### src/rtl/int_src.sv
// Three-channel interrupt source: synchronizes and debounces buttons, then
// runs a per-channel IDLE/REQ/SERVICE handshake with a one-deep event queue.
module int_src #(
    parameter int unsigned DEBOUNCE = 4
) (
    input  logic       clk,
    input  logic       clr_n,
    input  logic [2:0] btn,
    input  logic       ack,
    input  logic [1:0] ack_id,
    input  logic       done,
    input  logic [1:0] done_id,
    output logic [2:0] ir,
    output logic [2:0] pending,
    output logic [2:0] busy,
    output logic [7:0] drop_cnt
);

    typedef enum logic [1:0] {
        IDLE    = 2'd0,
        REQ     = 2'd1,
        SERVICE = 2'd2
    } state_e;

    localparam logic [7:0] DEB_LAST = 8'(DEBOUNCE - 1);

    logic [2:0]      s1_q, s2_q;
    logic [2:0]      deb_q, deb_d;
    logic [2:0][7:0] cnt_q, cnt_d;
    logic [2:0]      evt;
    logic [2:0]      pend_q, pend_d;
    logic [2:0]      drop;
    logic [7:0]      drop_cnt_q, drop_cnt_d;
    logic [9:0]      drop_sum;
    state_e          state_q [3];
    state_e          state_d [3];

    // Only a debounced rising level counts as an event.
    always_comb begin
        deb_d = deb_q;
        cnt_d = cnt_q;
        evt   = '0;
        for (int i = 0; i < 3; i++) begin
            if (s2_q[i] == deb_q[i]) begin
                cnt_d[i] = '0;
            end else if (cnt_q[i] == DEB_LAST) begin
                deb_d[i] = s2_q[i];
                cnt_d[i] = '0;
                evt[i]   = s2_q[i];
            end else begin
                cnt_d[i] = cnt_q[i] + 8'd1;
            end
        end
    end

    always_comb begin
        pend_d = pend_q;
        drop   = '0;
        for (int i = 0; i < 3; i++) begin
            state_d[i] = state_q[i];
            case (state_q[i])
                IDLE: begin
                    if (pend_q[i]) begin
                        state_d[i] = REQ;
                        pend_d[i]  = evt[i];
                    end else if (evt[i]) begin
                        state_d[i] = REQ;
                    end
                end
                REQ: begin
                    if (ack && ack_id == 2'(i + 1)) state_d[i] = SERVICE;
                end
                SERVICE: begin
                    if (done && done_id == 2'(i + 1)) state_d[i] = IDLE;
                end
                default: state_d[i] = IDLE;
            endcase
            // Events arriving while the channel is occupied queue once, then drop.
            if (evt[i] && state_q[i] != IDLE) begin
                if (pend_q[i]) drop[i] = 1'b1;
                else           pend_d[i] = 1'b1;
            end
        end
        drop_sum   = {2'b00, drop_cnt_q} + {9'd0, drop[0]} + {9'd0, drop[1]} + {9'd0, drop[2]};
        drop_cnt_d = (drop_sum > 10'd255) ? 8'hFF : drop_sum[7:0];
    end

    always_ff @(posedge clk) begin
        if (!clr_n) begin
            s1_q       <= '0;
            s2_q       <= '0;
            deb_q      <= '0;
            cnt_q      <= '0;
            pend_q     <= '0;
            drop_cnt_q <= '0;
            for (int i = 0; i < 3; i++) state_q[i] <= IDLE;
        end else begin
            s1_q       <= btn;
            s2_q       <= s1_q;
            deb_q      <= deb_d;
            cnt_q      <= cnt_d;
            pend_q     <= pend_d;
            drop_cnt_q <= drop_cnt_d;
            for (int i = 0; i < 3; i++) state_q[i] <= state_d[i];
        end
    end

    always_comb begin
        ir   = '0;
        busy = '0;
        for (int i = 0; i < 3; i++) begin
            ir[i]   = (state_q[i] == REQ);
            busy[i] = (state_q[i] == SERVICE);
        end
    end

    assign pending  = pend_q;
    assign drop_cnt = drop_cnt_q;

endmodule

### config.mk
export PLATFORM = sky130hd
export DESIGN_NAME = int_src
export DESIGN_NICKNAME = d
export VERILOG_FILES = /design/src/rtl/int_src.sv
export SDC_FILE = /design/constraint.sdc
export NUM_CORES = 1
export LEC_CHECK = 0
export ABC_AREA = 1
export CAP_MARGIN = 15
export CORE_ASPECT_RATIO = 0.5
export CORE_UTILIZATION = 44
export CTS_BUF_LIST = sky130_fd_sc_hd__clkbuf_4 sky130_fd_sc_hd__clkbuf_8 sky130_fd_sc_hd__clkbuf_16
export DETAILED_ROUTE_END_ITERATION = 8
export GPL_TIMING_DRIVEN = 0
export PLACE_DENSITY_LB_ADDON = 0.3
export SYNTH_ARGS = -nofsm -noshare
export SYNTH_HDL_FRONTEND = slang
export SYNTH_SLANG_ARGS = --single-unit
### constraint.sdc
create_clock -name clk -period 5.9 [get_ports clk]
set_input_delay 0.885 -clock clk [delete_from_list [all_inputs] [get_ports clk]]
set_output_delay 0.885 -clock clk [all_outputs]
set_load 0.05 [all_outputs]
## Yosys cells after proc, flatten, opt, wreduce, memory -nomap -nowiden

Memories as Yosys holds them, arrays and structs flattened.
Index checks and enable logic that the tools add are counted.

| word-level totals | value |
|---|---|
| memory bits (read-only) | 0 |
| register bits | 44 |
| memories kept | 1 |
| latch bits | 0 |
| memory bits (writable) | 6 |
| input bits | 11 |
| output and inout port bits | 17 |
| word-level logic and storage cells | 109 |

Memory list:

| memory | words | width | read ports | clocked after memory_dff | write ports | RTL line | RTL |
|---|---|---|---|---|---|---|---|
| state_q | 3 | 2 | 3 | 0 | 3 | 35 | `state_e state_q [3];` |

| operators by class | value |
|---|---|
| order comparisons | 1 |
| reductions and logical operators | 21 |
| add/sub/neg operators | 6 |
| eq/ne operators | 18 |
| divide/modulo/power cells | 0 |
| bitwise logic cells | 7 |
| multiplexer cells | 45 |
| shift-type cells | 0 |
| multipliers | 0 |

Operator list:

| operator | count |
|---|---|
| $mux 2 | 15 |
| $mux 1 | 26 |
| $add 8x1->8 const B | 3 |
| $eq 8x2->1 const B | 3 |
| $pmux 2 s3 | 3 |
| $eq 2x2->1 const B | 7 |
| $add 10x1->10 | 1 |
| $add 9x1->10 | 1 |
| $eq 2x1->1 const B | 5 |
| $gt 10x8->1 const B | 1 |
| $add 8x1->9 | 1 |
| $logic_and 1x1->1 | 9 |
| $reduce_or 3->1 | 3 |
| $mux 8 | 1 |
| $logic_not 2->1 | 3 |
| $reduce_and 2->1 | 3 |
| $reduce_bool 2->1 | 3 |
| $not 1->1 | 4 |
| $eq 1x1->1 | 3 |
| $or 1x1->1 | 3 |

## Longest topological paths before layout

Gate-level depths: netlist (run 1).

| depth | value |
|---|---|
| depth in word-level cells | 10 |
| gate-level depth with buffers | 19 |
| gate-level depth less buffers | 19 |

## Worst setup path after synthesis (run 1)

Ideal clock, no wire load.

| path | value |
|---|---|
| kind | flip-flop to flip-flop |
| start point | reg cnt_q[0] (netlist bit) |
| end point | reg drop_cnt_q[5], in the netlist drop_cnt[5] |
| stages on the path, launching flop included | 20 |
| setup slack | 2989 ps |
| setup time | 56 ps |
| clock period less this slack | 2911 ps |
| data required time | 5844 ps |
| path buffers | 0 |
| arrival time | 2855 ps |
| path through | dfxtp_1 ha_1 nand2_1 nor2_1 nand2_1 inv_2 nand3_2 or2_1 fa_1 inv_1 ha_1 inv_1 fa_1 inv_1 nand3_2 nor2_4 nand3_4 nand3_1 nand2_1 inv_1 |

| between the ends | value |
|---|---|
| cells in the longest elaborated chain, start to end | 10 |

Ends and longest elaborated chain:

| what | RTL line | RTL |
|---|---|---|
| start: declaration | 29 | `logic [2:0][7:0] cnt_q, cnt_d;` |
| start signal: assignment | 101 | `cnt_q <= cnt_d;` |
| $eq 8x2->1 * | 46 | `end else if (cnt_q[i] == DEB_LAST) begin` |
| $mux 1 * | 46 |  |
| $mux 1 * | 44 | `if (s2_q[i] == deb_q[i]) begin` |
| $logic_and 1x1->1 * | 79 | `if (evt[i] && state_q[i] != IDLE) begin` |
| $mux 1 * | 79 |  |
| $add 8x1->9 * | 84 | `drop_sum = {2'b00, drop_cnt_q} + {9'd0, drop[0]} + {9'd0, drop[1]} + {9'd0, drop[2]};` |
| $add 9x1->10 * | 84 |  |
| $add 10x1->10 * | 84 |  |
| $gt 10x8->1 | 85 | `drop_cnt_d = (drop_sum > 10'd255) ? 8'hFF : drop_sum[7:0];` |
| $mux 8 * | 85 |  |
| end signal: assignment | 103 | `drop_cnt_q <= drop_cnt_d;` |
| end: declaration | 33 | `logic [7:0] drop_cnt_q, drop_cnt_d;` |

Mark *: on every way between the ends. The rest lies on a longest branch, timed or not.
A chain may end at the register's enable or synchronous reset.

## Final worst setup path (run 1)

| path | value |
|---|---|
| start point | reg cnt_q[16] (netlist bit) |
| end point | reg drop_cnt_q[5], in the netlist drop_cnt[5] |

| between the ends | value |
|---|---|
| cells in the longest elaborated chain, start to end | 8 |

Ends and longest elaborated chain:

| what | RTL line |
|---|---|
| $eq 8x2->1 * | 46 |
| $mux 1 * | 46 |
| $mux 1 * | 44 |
| $logic_and 1x1->1 * | 79 |
| $mux 1 * | 79 |
| $add 10x1->10 * | 84 |
| $gt 10x8->1 | 85 |
| $mux 8 * | 85 |

Marks and branches as above.

==> results.md, run 1 <==
- Starting Density: 0.467
- Clk slew on worst S/H paths: 0.08 ns
- Post-synth top area cell: dfxtp_1
- Die area: 5660 µm²
- Sequential Area: 1000 µm²
- Final period util: 0.533
- Vias in the first global route: 1,725
- ANT nets after route: 0
- RD Place Congestion: 0.777
- DRT iter0 DRCs: 36
- Area growth syn-to-layout: 18.3%
- Crit path max fanout: 6
- Core box area: 5040 µm²
- Placement Rows: 18
- Die X: 105 µm
- GR Layer Usage met1: 0.182
- Top cells by area, synth: dfxtp_1, nand2_1, inv_1
- Fin crit period: 3.14 ns
- Cell Chain, Critical Path: ha_1, nand2_1, nor2_1, nand4_1, or2_1, fa_1, inv_1, ha_1, inv_1, fa_1, inv_1, nand3_2, nor2_4, nand3_4, nand3_1, nand2_1, inv_1
- Largest net degree at the start of global routing: 14
- I/O Pins: 28
- Fin nets: 367
- # diodes: 0
- Worst Setup End Kind: flip-flop
- Total length of routed wires: 4160 µm
- Most used cell, CP: inv_1
- Final Power: 556 µW
- Final hold slack: 0.417 ns
- H-tree depth: 2
- Outcome: completed
- Die height: 53.7 µm
- Number of CTS-inserted buffers: 5
- Mean Syn Cell Area: 7.45 µm²
- Setup Skew: 0.00622 ns
- Syn Inst Count: 316
- Hold Vio Cnt, Final: 0
- WL per Instance: 9.93 µm
- Peak supply drop: 0.124 mV
- DR vias/cell: 4.68
- Gr usage total: 0.159
- Max-slew headroom: 0.664
- WP buf/inv: 4
- CTS tree: done
- Yosys reg bits: 50
- DRT Pass-1 Iters: 4
- Port Buf Inserts: 26
- Remaining DRCs: 0
- Multi-input gate area: 1090 µm²
- Most common cell after layout, fill and taps aside: nand2_1
- # setup viols final: 0
- Via count: 1,963
- Fin cells: 419
- Worst Tran Pin Value: 0.502 ns
- Warnings, synthesis: 0
- TritonCTS Sinks: 50
- Maxcap violations: 0
- Synth unique cells: 29
- Cts repair resizes: 0
- Setup repair bufs after CTS: 0
- Post-synthesis sequential area ratio: 0.425
- Crit-path slowest cell: fa_1
- Syn Std Cell Area: 2350 µm²
- Worst Path Arrival: 3.40 ns
- Static Leak: 1.13 nW
- CP top delay family: simple AND/OR/NAND/NOR gates
- Clk_lat worst skew: 0.30 ns
- Most frequent cells in the layout: nand2_1, inv_1, dfxtp_1
- GR Layer Usage met2: 0.296
- Crit-path max cell delay: 0.45 ns
- Initial antenna violation count: 0
- Final Max Tran Viols: 0
- Post-DP HPWL: 3260 µm
- GR Util met3: 0.0412
- Layout cells sized above 1: 0.0860
- GR peak layer: met2
- RSZ-0062 raised after global routing: false
- Clk buf depth: 2
- First-pass GRT wire length: 6950 µm
- Setup TNS: 0 ns
- PD cells: 200 nW/µm²
- Global route overflow: 0
- FMAX: 318 MHz
- Syn nets: 334
- CP Class: flip-flop to flip-flop
- CP startpoint kind: flip-flop
- Hold_buf cts: 0
- Number of fill cells: 476
- Hold Crit Class: flip-flop to flip-flop
- Dpl cells: 412
- Root buffer cell: clkbuf_8
- Yosys top cell area share: 0.425
- WP data required: 6.16 ns
## through the flow
step,instance area (µm²),util,setup WS [ns]
floorplan,2350,-,2.99
global placement,2700,0.535,2.82
detailed placement,2700,0.535,2.76
CTS,2790,0.552,2.73
global route,2790,0.552,2.49
finish,2790,0.552,2.76
## cells by family (layout without fill, tap and decap cells)
kind of cell / Yosys count / in the layout / synth area share
AO/OA/AOI/OAI: 35 / 35 / 0.0797
XOR/XNOR: 12 / 12 / 0.0447
adder cells (fa/ha/maj): 7 / 7 / 0.0436
buffers and inverters: 63 / 96 / 0.112
flip-flops: 50 / 50 / 0.425
AND/OR/NAND/NOR: 149 / 149 / 0.295
## metal layers
metal / vias to the layer above / wire length, µm
met3: 4 / 103
li1: 1045 / -
met2: 17 / 1980
met4: 0 / 36
met1: 897 / 2040
met5: - / 0
## cell usage after synthesis
cell type   n
buf_4       4
or2_1       2
nor2_4      1
nand3b_1    2
fa_1        2
dfxtp_1    50
nor3_1      5
o21ai_0     7
or2_2       3
nor2_1     43
a21oi_1    25
inv_2       3
nand3_2     3
a31oi_1     1
o21ai_1     1
nor2_2      1
buf_2       1
nand3_4     2
nor3b_1     2
nand2_1    57
ha_1        5
nand4_1     5
xnor2_1     2
clkbuf_8    1
xor2_1     10
nand3_1    20
inv_1      54
nand2_2     3
o21ai_4     1
## path summary, 6_finish.rpt
path | start | to | slack [ns] | depth (start not counted)
max | cnt_q[16] | drop_cnt[5] | 2.76 | 17
max reg2reg | cnt_q[16] | drop_cnt[5] | 2.76 | 17
min | s1_q[1] | s2_q[1] | 0.42 | 2
min reg2reg | s1_q[1] | s2_q[1] | 0.42 | 2
## state kept, by name, indices dropped and copies added (netlist names)
name      cells
drop_cnt      8
pending       3
s2_q          3
deb_q         3
state_q       6
cnt_q        24
s1_q          3
## power breakdown
| group | internal, mW | total, mW | switching (mW) |
|---|---|---|---|
| clock network | 0.0910 | 0.195 | 0.104 |
| logic | 0.00981 | 0.0202 | 0.0104 |
| registers | 0.340 | 0.341 | 0.00141 |
| total | 0.440 | 0.556 | 0.116 |
## worst min-delay path: stages (launching register included)
cell     delay, ns
dfxtp_1       0.31
nand2_1       0.05
inv_1         0.04
## layout make-up
type,instances,share of cell area
buffer,6,0.0175
inverter,57,0.0768
sequential,50,0.359
tap,70,0.0314
timing repair buffer,26,0.0934
multi-input combinational,203,0.391
clock buffer,7,0.0301
No activity file was read; power rests on OpenSTA's default activity.
==> inputs of run 2 (changes only) <==
==> constraint.sdc (replaced) <==
create_clock -name clk -period 3.24 [get_ports clk]
set_input_delay 0.486 -clock clk [delete_from_list [all_inputs] [get_ports clk]]
set_output_delay 0.486 -clock clk [all_outputs]
set_load 0.05 [all_outputs]
==> run 2 against run 1 <==
Net effect:
- total power up 82%
- critical path depth unchanged
- clock-buffer cell count stayed put
- die area did not move
- highest routed layer unchanged
- register-to-register slack worse by 2.5 ns
- design area is 1.1% higher
- largest power group unchanged
- largest cell class unchanged
- cell count rose by 0.24%
- maximum frequency grew 5.2%
- non-clock buffer count up 1
- critical path type unchanged
- combinational power up 83%
- sequential cell count did not move
- via count is 0.15% higher
==> results.md, run 2 (same netlist as run 1, synthesis figures left out) <==
- Most frequent cells in the layout: nand2_1, inv_1, dfxtp_1
- Maxcap violations: 0
- Die area: 5660 µm²
- DRT Pass-1 Iters: 4
- Worst Tran Pin Value: 0.502 ns
- GR Util met3: 0.0412
- Outcome: completed
- Hold Crit Class: flip-flop to flip-flop
- Layout cells sized above 1: 0.111
- Setup Skew: 0.00526 ns
- PD cells: 360 nW/µm²
- Placement Rows: 18
- Clock power frac: 0.351
- Top reg by flops: cnt_q
- CP Class: flip-flop to flip-flop
- ANT nets after route: 0
- Port Buf Inserts: 26
- H-tree depth: 2
- Worst Setup End Kind: flip-flop
- I/O Pins: 28
- WP data required: 3.50 ns
- Hold_buf cts: 0
- Clk_lat worst skew: 0.30 ns
- Most common cell after layout, fill and taps aside: nand2_1
- FMAX: 335 MHz
- Die height: 53.7 µm
- Sw frac: 0.209
- Fin crit period: 2.99 ns
- CP startpoint kind: flip-flop
- Number of fill cells: 474
- Via count: 1,966
- # setup viols final: 0
- Seq pwr share: 0.612
- Number of flip-flops in the largest register: 24
- Fin nets: 368
- Final period util: 0.922
- Hold Vio Cnt, Final: 0
- Root buffer cell: clkbuf_8
- TritonCTS Sinks: 50
- Peak supply drop: 0.228 mV
- Gr usage total: 0.159
- DR vias/cell: 4.68
- Vias in the first global route: 1,725
- Initial antenna violation count: 0
- First-pass GRT wire length: 6950 µm
- Remaining DRCs: 0
- Starting Density: 0.467
- Largest net degree at the start of global routing: 14
- Dpl ws: 0.0988 ns
- RSZ-0062 raised after global routing: false
- WL per Instance: 10.1 µm
- Setup ws final: 0.252 ns
- DRT iter0 DRCs: 34
- RD Place Congestion: 0.777
- GR peak layer: met2
- GR Layer Usage met1: 0.182
- Final Max Tran Viols: 0
- Clk buf depth: 2
- Number of CTS-inserted buffers: 5
- Max-slew headroom: 0.664
- Worst Path Arrival: 3.24 ns
- Crit path max fanout: 6
- Die X: 105 µm
- Global route overflow: 0
- Hold depth: 1
- Post-DP HPWL: 3260 µm
- P_int: 802 µW
- Clk slew on worst S/H paths: 0.08 ns
- Total length of routed wires: 4240 µm
- Psw: 212 µW
- Combinational power share: 0.036
- Static Leak: 1.13 nW
- Setup TNS: 0 ns
- GR Layer Usage met2: 0.296
- Area growth syn-to-layout: 19.6%
- # diodes: 0
- CTS tree: done
- R2R cell count: 17
- Core box area: 5040 µm²
==> run 2: cell types whose count changed in the layout (fill, tap and decap cells not counted), sizes merged <==
cell  change
buf       +1
==> run 2: power by group through the flow <==
stage          combinational [mW]  sequential, mW  clock [mW]
2_1_floorplan              0.0191           0.635           0
3_3_place_gp               0.0366           0.635           0
3_5_place_dp               0.0373           0.636           0
4_1_cts                    0.0374           0.621       0.369
5_1_grt                    0.0410           0.622       0.394
6_report                   0.0369           0.621       0.356
==> run 2: layout make-up <==
type	count	area [µm²]	area share
well taps	70	87.6	0.0311
plain buffers	6	48.8	0.0173
multi-input cells	203	1110	0.394
flip-flops and latches	50	1000	0.356
clock buffers	7	83.8	0.0298
inverters	57	214	0.0760
repair buffers	27	268	0.0951
==> run 2: critical path, cell delays in order (launching register included) <==
cell and delay [ns]:
dfxtp_2 0.35, ha_2 0.18, nand2_1 0.10, nor2_4 0.12, nand4_1 0.12, or2_4 0.27
fa_1 0.44, inv_1 0.07, ha_1 0.17, inv_1 0.10, fa_2 0.36, inv_1 0.08
nand3_2 0.10, nor2_4 0.17, nand3_4 0.12, nand3_1 0.11, nand2_1 0.05, inv_1 0.04
==> run 2: what timing repair did <==
action,CTS,global route
gates resized for setup,0,9
setup buffers,0,1
setup endpoints to repair,0,8
==> run 2: path summary, 6_finish.rpt <==
path,end,from,slack (ns)
setup / recovery,drop_cnt[5],cnt_q[16],0.25
hold reg to reg,cnt_q[0],cnt_q[0],0.41
setup reg to reg,drop_cnt[5],cnt_q[16],0.25
hold / removal,cnt_q[0],cnt_q[0],0.41
==> run 2: layer usage <==
| metal | share of wire | wire (µm) |
|---|---|---|
| met1 | 0.49 | 2060 |
| met2 | 0.48 | 2020 |
| met3 | 0.029 | 121 |
| met4 | 0.0078 | 33 |
| met5 | 0 | 0 |
==> run 2: per-stage QoR <==
stage	power, mW	util	area [µm²]	hold slack, ns	cells
2_1_floorplan	0.654	-	2350	0.390	316
3_3_place_gp	0.672	0.535	2700	0.396	412
3_5_place_dp	0.673	0.535	2700	0.408	412
4_1_cts	1.03	0.552	2790	0.424	419
5_1_grt	1.06	0.558	2820	0.439	420
6_report	1.01	0.558	2820	0.415	420
